$ cat src/rtl/key_debounce_in_if.sv
// Key debounce bus: raw active-low pins in, debounced levels and event pulses out.
// dbg_state carries each key's FSM state (2 bits per key, key i at [2*i +: 2]).
interface key_debounce_in_if #(
  parameter int NUM_KEYS = 4
);
  logic [NUM_KEYS-1:0]   key_in_n;
  logic [NUM_KEYS-1:0]   key_level;
  logic [NUM_KEYS-1:0]   key_press;
  logic [NUM_KEYS-1:0]   key_release;
  logic [NUM_KEYS-1:0]   key_long;
  logic [2*NUM_KEYS-1:0] dbg_state;

  modport master (
    output key_in_n,
    input  key_level, key_press, key_release, key_long, dbg_state
  );

  modport slave (
    input  key_in_n,
    output key_level, key_press, key_release, key_long, dbg_state
  );
endinterface

$ cat src/rtl/key_debounce_in.sv
// Per-key 2-flop synchroniser + debounce FSM producing clean levels and press/release pulses.
// Optional long-press pulse is built only when KEY_LONGPRESS_EN is defined.
module key_debounce_in #(
  parameter int NUM_KEYS        = 4,
  parameter int DEBOUNCE_CYCLES = 1_000_000,
  parameter int LONG_CYCLES     = 50_000_000
) (
  input  logic            clk,
  input  logic            rst,
  key_debounce_in_if.slave bus
);

  typedef enum logic [1:0] {
    IDLE     = 2'd0,
    PRESS_DB = 2'd1,
    PRESSED  = 2'd2,
    REL_DB   = 2'd3
  } state_t;

  localparam int MAX_CYC = (DEBOUNCE_CYCLES > LONG_CYCLES) ? DEBOUNCE_CYCLES : LONG_CYCLES;
  localparam int CW      = $clog2(MAX_CYC + 1);
  localparam logic [CW-1:0] DB_LAST = CW'(DEBOUNCE_CYCLES - 1);
  localparam logic [CW-1:0] CNT_MAX = {CW{1'b1}};

  logic [NUM_KEYS-1:0] sync1_q, sync2_q;
  state_t              state_q [NUM_KEYS];
  state_t              state_d [NUM_KEYS];
  logic [CW-1:0]       cnt_q   [NUM_KEYS];
  logic [CW-1:0]       cnt_d   [NUM_KEYS];
  logic [NUM_KEYS-1:0] level_q, press_q, release_q;
  logic [NUM_KEYS-1:0] level_d, press_d, release_d;

  // State register: synchroniser, FSM state/counter and registered outputs
  always_ff @(posedge clk) begin
    if (rst) begin
      sync1_q   <= '1;
      sync2_q   <= '1;
      level_q   <= '0;
      press_q   <= '0;
      release_q <= '0;
      for (int i = 0; i < NUM_KEYS; i++) begin
        state_q[i] <= IDLE;
        cnt_q[i]   <= '0;
      end
    end else begin
      sync1_q   <= bus.key_in_n;
      sync2_q   <= sync1_q;
      level_q   <= level_d;
      press_q   <= press_d;
      release_q <= release_d;
      for (int i = 0; i < NUM_KEYS; i++) begin
        state_q[i] <= state_d[i];
        cnt_q[i]   <= cnt_d[i];
      end
    end
  end

  // Next-state logic; sync2_q is active-low (0 = pressed)
  always_comb begin
    for (int i = 0; i < NUM_KEYS; i++) begin
      state_d[i] = state_q[i];
      cnt_d[i]   = cnt_q[i];
      case (state_q[i])
        IDLE: begin
          if (!sync2_q[i]) begin
            state_d[i] = PRESS_DB;
            cnt_d[i]   = '0;
          end
        end
        PRESS_DB: begin
          if (sync2_q[i])                  state_d[i] = IDLE;
          else if (cnt_q[i] == DB_LAST)    state_d[i] = PRESSED;
          else if (cnt_q[i] != CNT_MAX)    cnt_d[i]   = cnt_q[i] + CW'(1);
        end
        PRESSED: begin
          if (sync2_q[i]) begin
            state_d[i] = REL_DB;
            cnt_d[i]   = '0;
          end
        end
        REL_DB: begin
          if (!sync2_q[i])                 state_d[i] = PRESSED;
          else if (cnt_q[i] == DB_LAST)    state_d[i] = IDLE;
          else if (cnt_q[i] != CNT_MAX)    cnt_d[i]   = cnt_q[i] + CW'(1);
        end
        default: state_d[i] = IDLE;
      endcase
    end
  end

  // Output logic: pulses fire on the accepting transition, level follows the new state
  always_comb begin
    level_d   = '0;
    press_d   = '0;
    release_d = '0;
    for (int i = 0; i < NUM_KEYS; i++) begin
      press_d[i]   = (state_q[i] == PRESS_DB) && !sync2_q[i] && (cnt_q[i] == DB_LAST);
      release_d[i] = (state_q[i] == REL_DB)   &&  sync2_q[i] && (cnt_q[i] == DB_LAST);
      level_d[i]   = (state_d[i] == PRESSED)  || (state_d[i] == REL_DB);
    end
  end

  always_comb begin
    bus.dbg_state = '0;
    for (int i = 0; i < NUM_KEYS; i++) begin
      bus.dbg_state[2*i +: 2] = state_q[i];
    end
  end

  assign bus.key_level   = level_q;
  assign bus.key_press   = press_q;
  assign bus.key_release = release_q;

`ifdef KEY_LONGPRESS_EN
  localparam logic [CW-1:0] LONG_LAST = CW'(LONG_CYCLES - 1);

  logic [CW-1:0]       hold_q [NUM_KEYS];
  logic [CW-1:0]       hold_d [NUM_KEYS];
  logic [NUM_KEYS-1:0] done_q, done_d, long_q, long_d;

  // Hold time only accrues in PRESSED, so a release bounce pauses rather than restarts it
  always_comb begin
    long_d = '0;
    done_d = done_q;
    for (int i = 0; i < NUM_KEYS; i++) begin
      hold_d[i] = hold_q[i];
      if (state_q[i] == PRESSED) begin
        if (!sync2_q[i] && !done_q[i] && (hold_q[i] == LONG_LAST)) begin
          long_d[i] = 1'b1;
          done_d[i] = 1'b1;
        end else if (hold_q[i] != CNT_MAX) begin
          hold_d[i] = hold_q[i] + CW'(1);
        end
      end
      if (release_d[i]) begin
        hold_d[i] = '0;
        done_d[i] = 1'b0;
      end
    end
  end

  always_ff @(posedge clk) begin
    if (rst) begin
      done_q <= '0;
      long_q <= '0;
      for (int i = 0; i < NUM_KEYS; i++) hold_q[i] <= '0;
    end else begin
      done_q <= done_d;
      long_q <= long_d;
      for (int i = 0; i < NUM_KEYS; i++) hold_q[i] <= hold_d[i];
    end
  end

  assign bus.key_long = long_q;
`else
  assign bus.key_long = '0;
`endif

endmodule
$ cat src/flat_wrapper.sv
// flat-port wrapper written by rule: the top's interface ports become plain ports
module key_debounce_in_flat 
#(
  parameter int NUM_KEYS        = 4,
  parameter int DEBOUNCE_CYCLES = 1_000_000,
  parameter int LONG_CYCLES     = 50_000_000
)
  (clk, rst, bus_key_in_n, bus_key_level, bus_key_press, bus_key_release, bus_key_long, bus_dbg_state);
  key_debounce_in_if #(.NUM_KEYS(NUM_KEYS)) bus_i ();
  input  logic clk;
  input  logic rst;
  input wire logic [$bits(bus_i.key_in_n)-1:0] bus_key_in_n;
  output wire logic [$bits(bus_i.key_level)-1:0] bus_key_level;
  output wire logic [$bits(bus_i.key_press)-1:0] bus_key_press;
  output wire logic [$bits(bus_i.key_release)-1:0] bus_key_release;
  output wire logic [$bits(bus_i.key_long)-1:0] bus_key_long;
  output wire logic [$bits(bus_i.dbg_state)-1:0] bus_dbg_state;
  assign bus_i.key_in_n = bus_key_in_n;
  assign bus_key_level = bus_i.key_level;
  assign bus_key_press = bus_i.key_press;
  assign bus_key_release = bus_i.key_release;
  assign bus_key_long = bus_i.key_long;
  assign bus_dbg_state = bus_i.dbg_state;
  key_debounce_in #(.NUM_KEYS(NUM_KEYS), .DEBOUNCE_CYCLES(DEBOUNCE_CYCLES), .LONG_CYCLES(LONG_CYCLES)) u_core (.clk(clk), .rst(rst), .bus(bus_i));
endmodule
$ cat config.mk
export PLATFORM = sky130hd
export DESIGN_NAME = key_debounce_in_flat
export DESIGN_NICKNAME = d
export VERILOG_FILES = /design/src/rtl/key_debounce_in_if.sv /design/src/rtl/key_debounce_in.sv /design/src/flat_wrapper.sv
export SDC_FILE = /design/constraint.sdc
export NUM_CORES = 1
export LEC_CHECK = 0
export ABC_AREA = 1
export BUFFER_PORTS_ARGS = -buffer_cell sky130_fd_sc_hd__buf_4
export CORE_MARGIN = 2
export CORE_UTILIZATION = 40
export DETAILED_ROUTE_END_ITERATION = 12
export PLACE_DENSITY_LB_ADDON = 0.2
export SYNTH_ARGS = -nofsm -noshare
export SYNTH_HDL_FRONTEND = slang
export SYNTH_SLANG_ARGS = --single-unit
$ cat constraint.sdc
create_clock -name clk -period 2.2 [get_ports clk]
set_input_delay 0 -clock clk [delete_from_list [all_inputs] [get_ports clk]]
set_output_delay 0 -clock clk [all_outputs]
set_load 0.02 [all_outputs]
==> summary.md <==
| Metric | Value |
|---|---|
| LEAKAGE | roughly 3.2 nW |
| Total core area | 19600 um^2 |
| RSZ-0062 raised after global routing | no |
| Yosys cell types | 39 |
| Pre-antenna DRT Iters | 5 |
| Max-cap viol count | 0 |
| Clock share of power | approximately half |
| PD cells | 587 nW/um^2 |
| Sequential area share after synthesis | 32.8% |
| Die Height | between 100 and 150 um |
| Clk Latency, worst-skew pair | 0.42 ns |
| Post-Route Setup TNS | 0 ns |
| Fin. Hold Viols | 0 |
| Ys async rst share | 0% |
| # diodes | 0 |
| Clock Tree Buf Depth | 2 |
| Status | finished clean |
| Hold Path Class | primary input to register |
| Pwr Total | about 5.4 mW |
| Synth warn | 0 |
| Dpl ws | roughly 0.07 ns |
| Grt ovf | 0 |
| TritonCTS Buffers | 17 |
| First-pass GRT wire length | between 30000 and 40000 um |
| Final setup vio count | 0 |
| Routed Antenna Nets | 0 |
| Routed wire per std cell | about 13 um |
| CP required | approximately 2.5 ns |
| Gpl congestion | 0.887 |
| Clock transition at path regs | ~0.050 ns |
| Min Tclk post-route | between 1.5 and 2 ns |
| CTS Root Cell | clkbuf_16 |
| Top-area cell type share of the netlist area | between 30 and 40% |
| Post-synth EDFFs | 0 |
| Sw Share | approximately 22% |
| Worst rel slew slack | around 61% |
| Gate Count Post-Synth | 1324 |
| DIE WIDTH | roughly 150 um |
| Fin worst setup slack | 0.260 ns |
| Largest net degree at the start of global routing | 30 |
| Clock sink total | between 100 and 150 |
| Final Max Tran Viols | 0 |
| Area leader, netlist | dfxtp_1 |
| Crit path launch type | register |
| Most common cell in the netlist | nand2_1 |
| CP Max Fanout | 11 |
| Int Power | between 4 and 5 mW |
| WL final | roughly 21000 um |
| Commonest cells post-synth | nand2_1 (420), nor2_1 (268), dfxtp_1 (132) |
| CP Capture Type | register |
| Initial Util | 41.2% |
| Maximum operating frequency | about 0.52 GHz |
| Worst vdd ir | just over 0.5 mV |
| Site Rows | slightly above 50 |
| Vias in the first global route | roughly 7k |
| Logic gate share of total power | under 10% |
| Post-synthesis register bit count | between 100 and 150 |
| Area Growth Syn to Fin | 14.8% |
| Seq pwr share | between 40% and 50% |
| Vias | about 8k |
| Final Skew | slightly below 0.009 ns |
| # IOs | 30 |
| Final period utilization | just under 90% |
| DR vias/cell | 4.87 |
| Top post-synthesis cells by area | dfxtp_1 (33%), nand2_1 (20%), nor2_1 (12%) |
| Post-Syn Area | a little over 8000 um^2 |
| Primary FF master, synth | dfxtp_1 |
| Initial antenna violation count | 0 |
| TritonCTS clock tree | done |
| H-tree depth | 4 |
| DR iter-0 viols | 546 |
| Psw | ~1.2 mW |
| Die area | between 20000 and 25000 um^2 |
| Layout cell share with drive strength beyond 1 | 10.8% |
| IO buf count | 25 |
| Synth Area per Inst | between 6 and 7 um^2 |
| DRC Markers | 0 |
| Fin nets | 1380 |
| Total routing usage reported by global routing | between 10% and 20% |
| Kind of critical path | register to register |
| Dpl hpwl | approximately 15000 um |
| Worst Tran Pin Value | ~0.59 ns |
| Crit path DAT | 2.28 ns |
## power groups by stage
stage	Clock [mW]	Sequential, mW	Combinational, mW
2_1_floorplan	0	2.47	0.139
3_3_place_gp	0	2.47	0.195
3_5_place_dp	0	2.47	0.194
4_1_cts	2.86	2.42	0.201
5_1_grt	2.95	2.42	0.227
6_report	2.81	2.42	0.206
## final cells by class
cell class              instances  area (um^2)
clock inverters                 8          101
flip-flops and latches        132         2640
repair buffers                 63          498
clock buffers                  23          478
inverters                     110          415
multi-input cells            1046         4790
fillers                      2088        10300
well taps                     265          332
## path summary, 6_finish.rpt
| path | startpoint | end | slack (ns) | cells past startpoint |
|---|---|---|---|---|
| setup / recovery | u_core.cnt_q[0][52] | u_core.cnt_q[0][56] | 0.26 | 9 |
| hold / removal | bus_key_in_n[2] | u_core.sync1_q[2] | 0.31 | 3 |
| setup reg to reg | u_core.cnt_q[0][52] | u_core.cnt_q[0][56] | 0.26 | 9 |
| hold reg to reg | u_core.sync1_q[0] | u_core.sync2_q[0] | 0.42 | 1 |
## critical path, cell delays in order, from the launching register on
cell and delay, ns:
dfxtp_1 0.37, ha_2 0.26, nand3_2 0.16, inv_2 0.14, nand3_1 0.13, nand3b_4 0.20, nand3_4 0.18, buf_4 0.22
nand2_1 0.06, a21oi_1 0.14
## kinds of logic after synthesis
logic type,share of synthesized area (%)
other cells,0.0465
simple gates,47.1
fa+ha+maj,0.621
flops,32.8
xor+xnor,4.02
buf+inv,8.10
compound gates,7.36
## per-layer routing
layer | vias to the layer above | global-route usage [%] | wire length [um]
met1 | 3602 | 26.1 | 10200
li1 | 4262 | - | -
met2 | 138 | 32.5 | 9700
met4 | 0 | 5.05 | 171
met3 | 13 | 3.51 | 717
met5 | - | 0 | 0
## registers in the layout (all words and copies together) (netlist names)
signal                  cells
u_core.cnt_q              104
u_core.state_q              8
u_core.bus.key_level        4
u_core.bus.key_press        4
u_core.bus.key_release      4
u_core.sync1_q              4
u_core.sync2_q              4
## stage by stage
stage	cells	area [um^2]	hold slack, ns	util [%]
2_1_floorplan	1327	8070	0.104	-
3_3_place_gp	1606	8580	0.188	43.8
3_5_place_dp	1606	8580	0.188	43.8
4_1_cts	1642	9210	0.294	47.0
5_1_grt	1647	9260	0.305	47.3
6_report	1647	9260	0.305	47.3
## cell usage in the layout, fill, tap and decap left out, drive strengths merged, types with 3 or more instances in the layout
master	n
o21ai	19
xor2	27
inv	106
or2	9
nor3b	6
nor2	287
clkinvlp	3
a21oi	83
o21a	3
dlygate4sd3	5
xnor2	10
o21bai	3
nand3	111
nand4	16
buf	58
ha	4
nand3b	3
a21o	3
dfxtp	132
nor3	27
conb	4
nand2	427
clkinv	7
clkbuf	23
## timing repair
action | 4_1_cts | 5_1_grt
endpoints found under the hold margin | 20 | 0
hold buffers | 5 | 0
resized for setup | 0 | 3
setup endpoints to repair | 0 | 64
setup buffers | 0 | 5
Power figures use the tool's default switching activity.
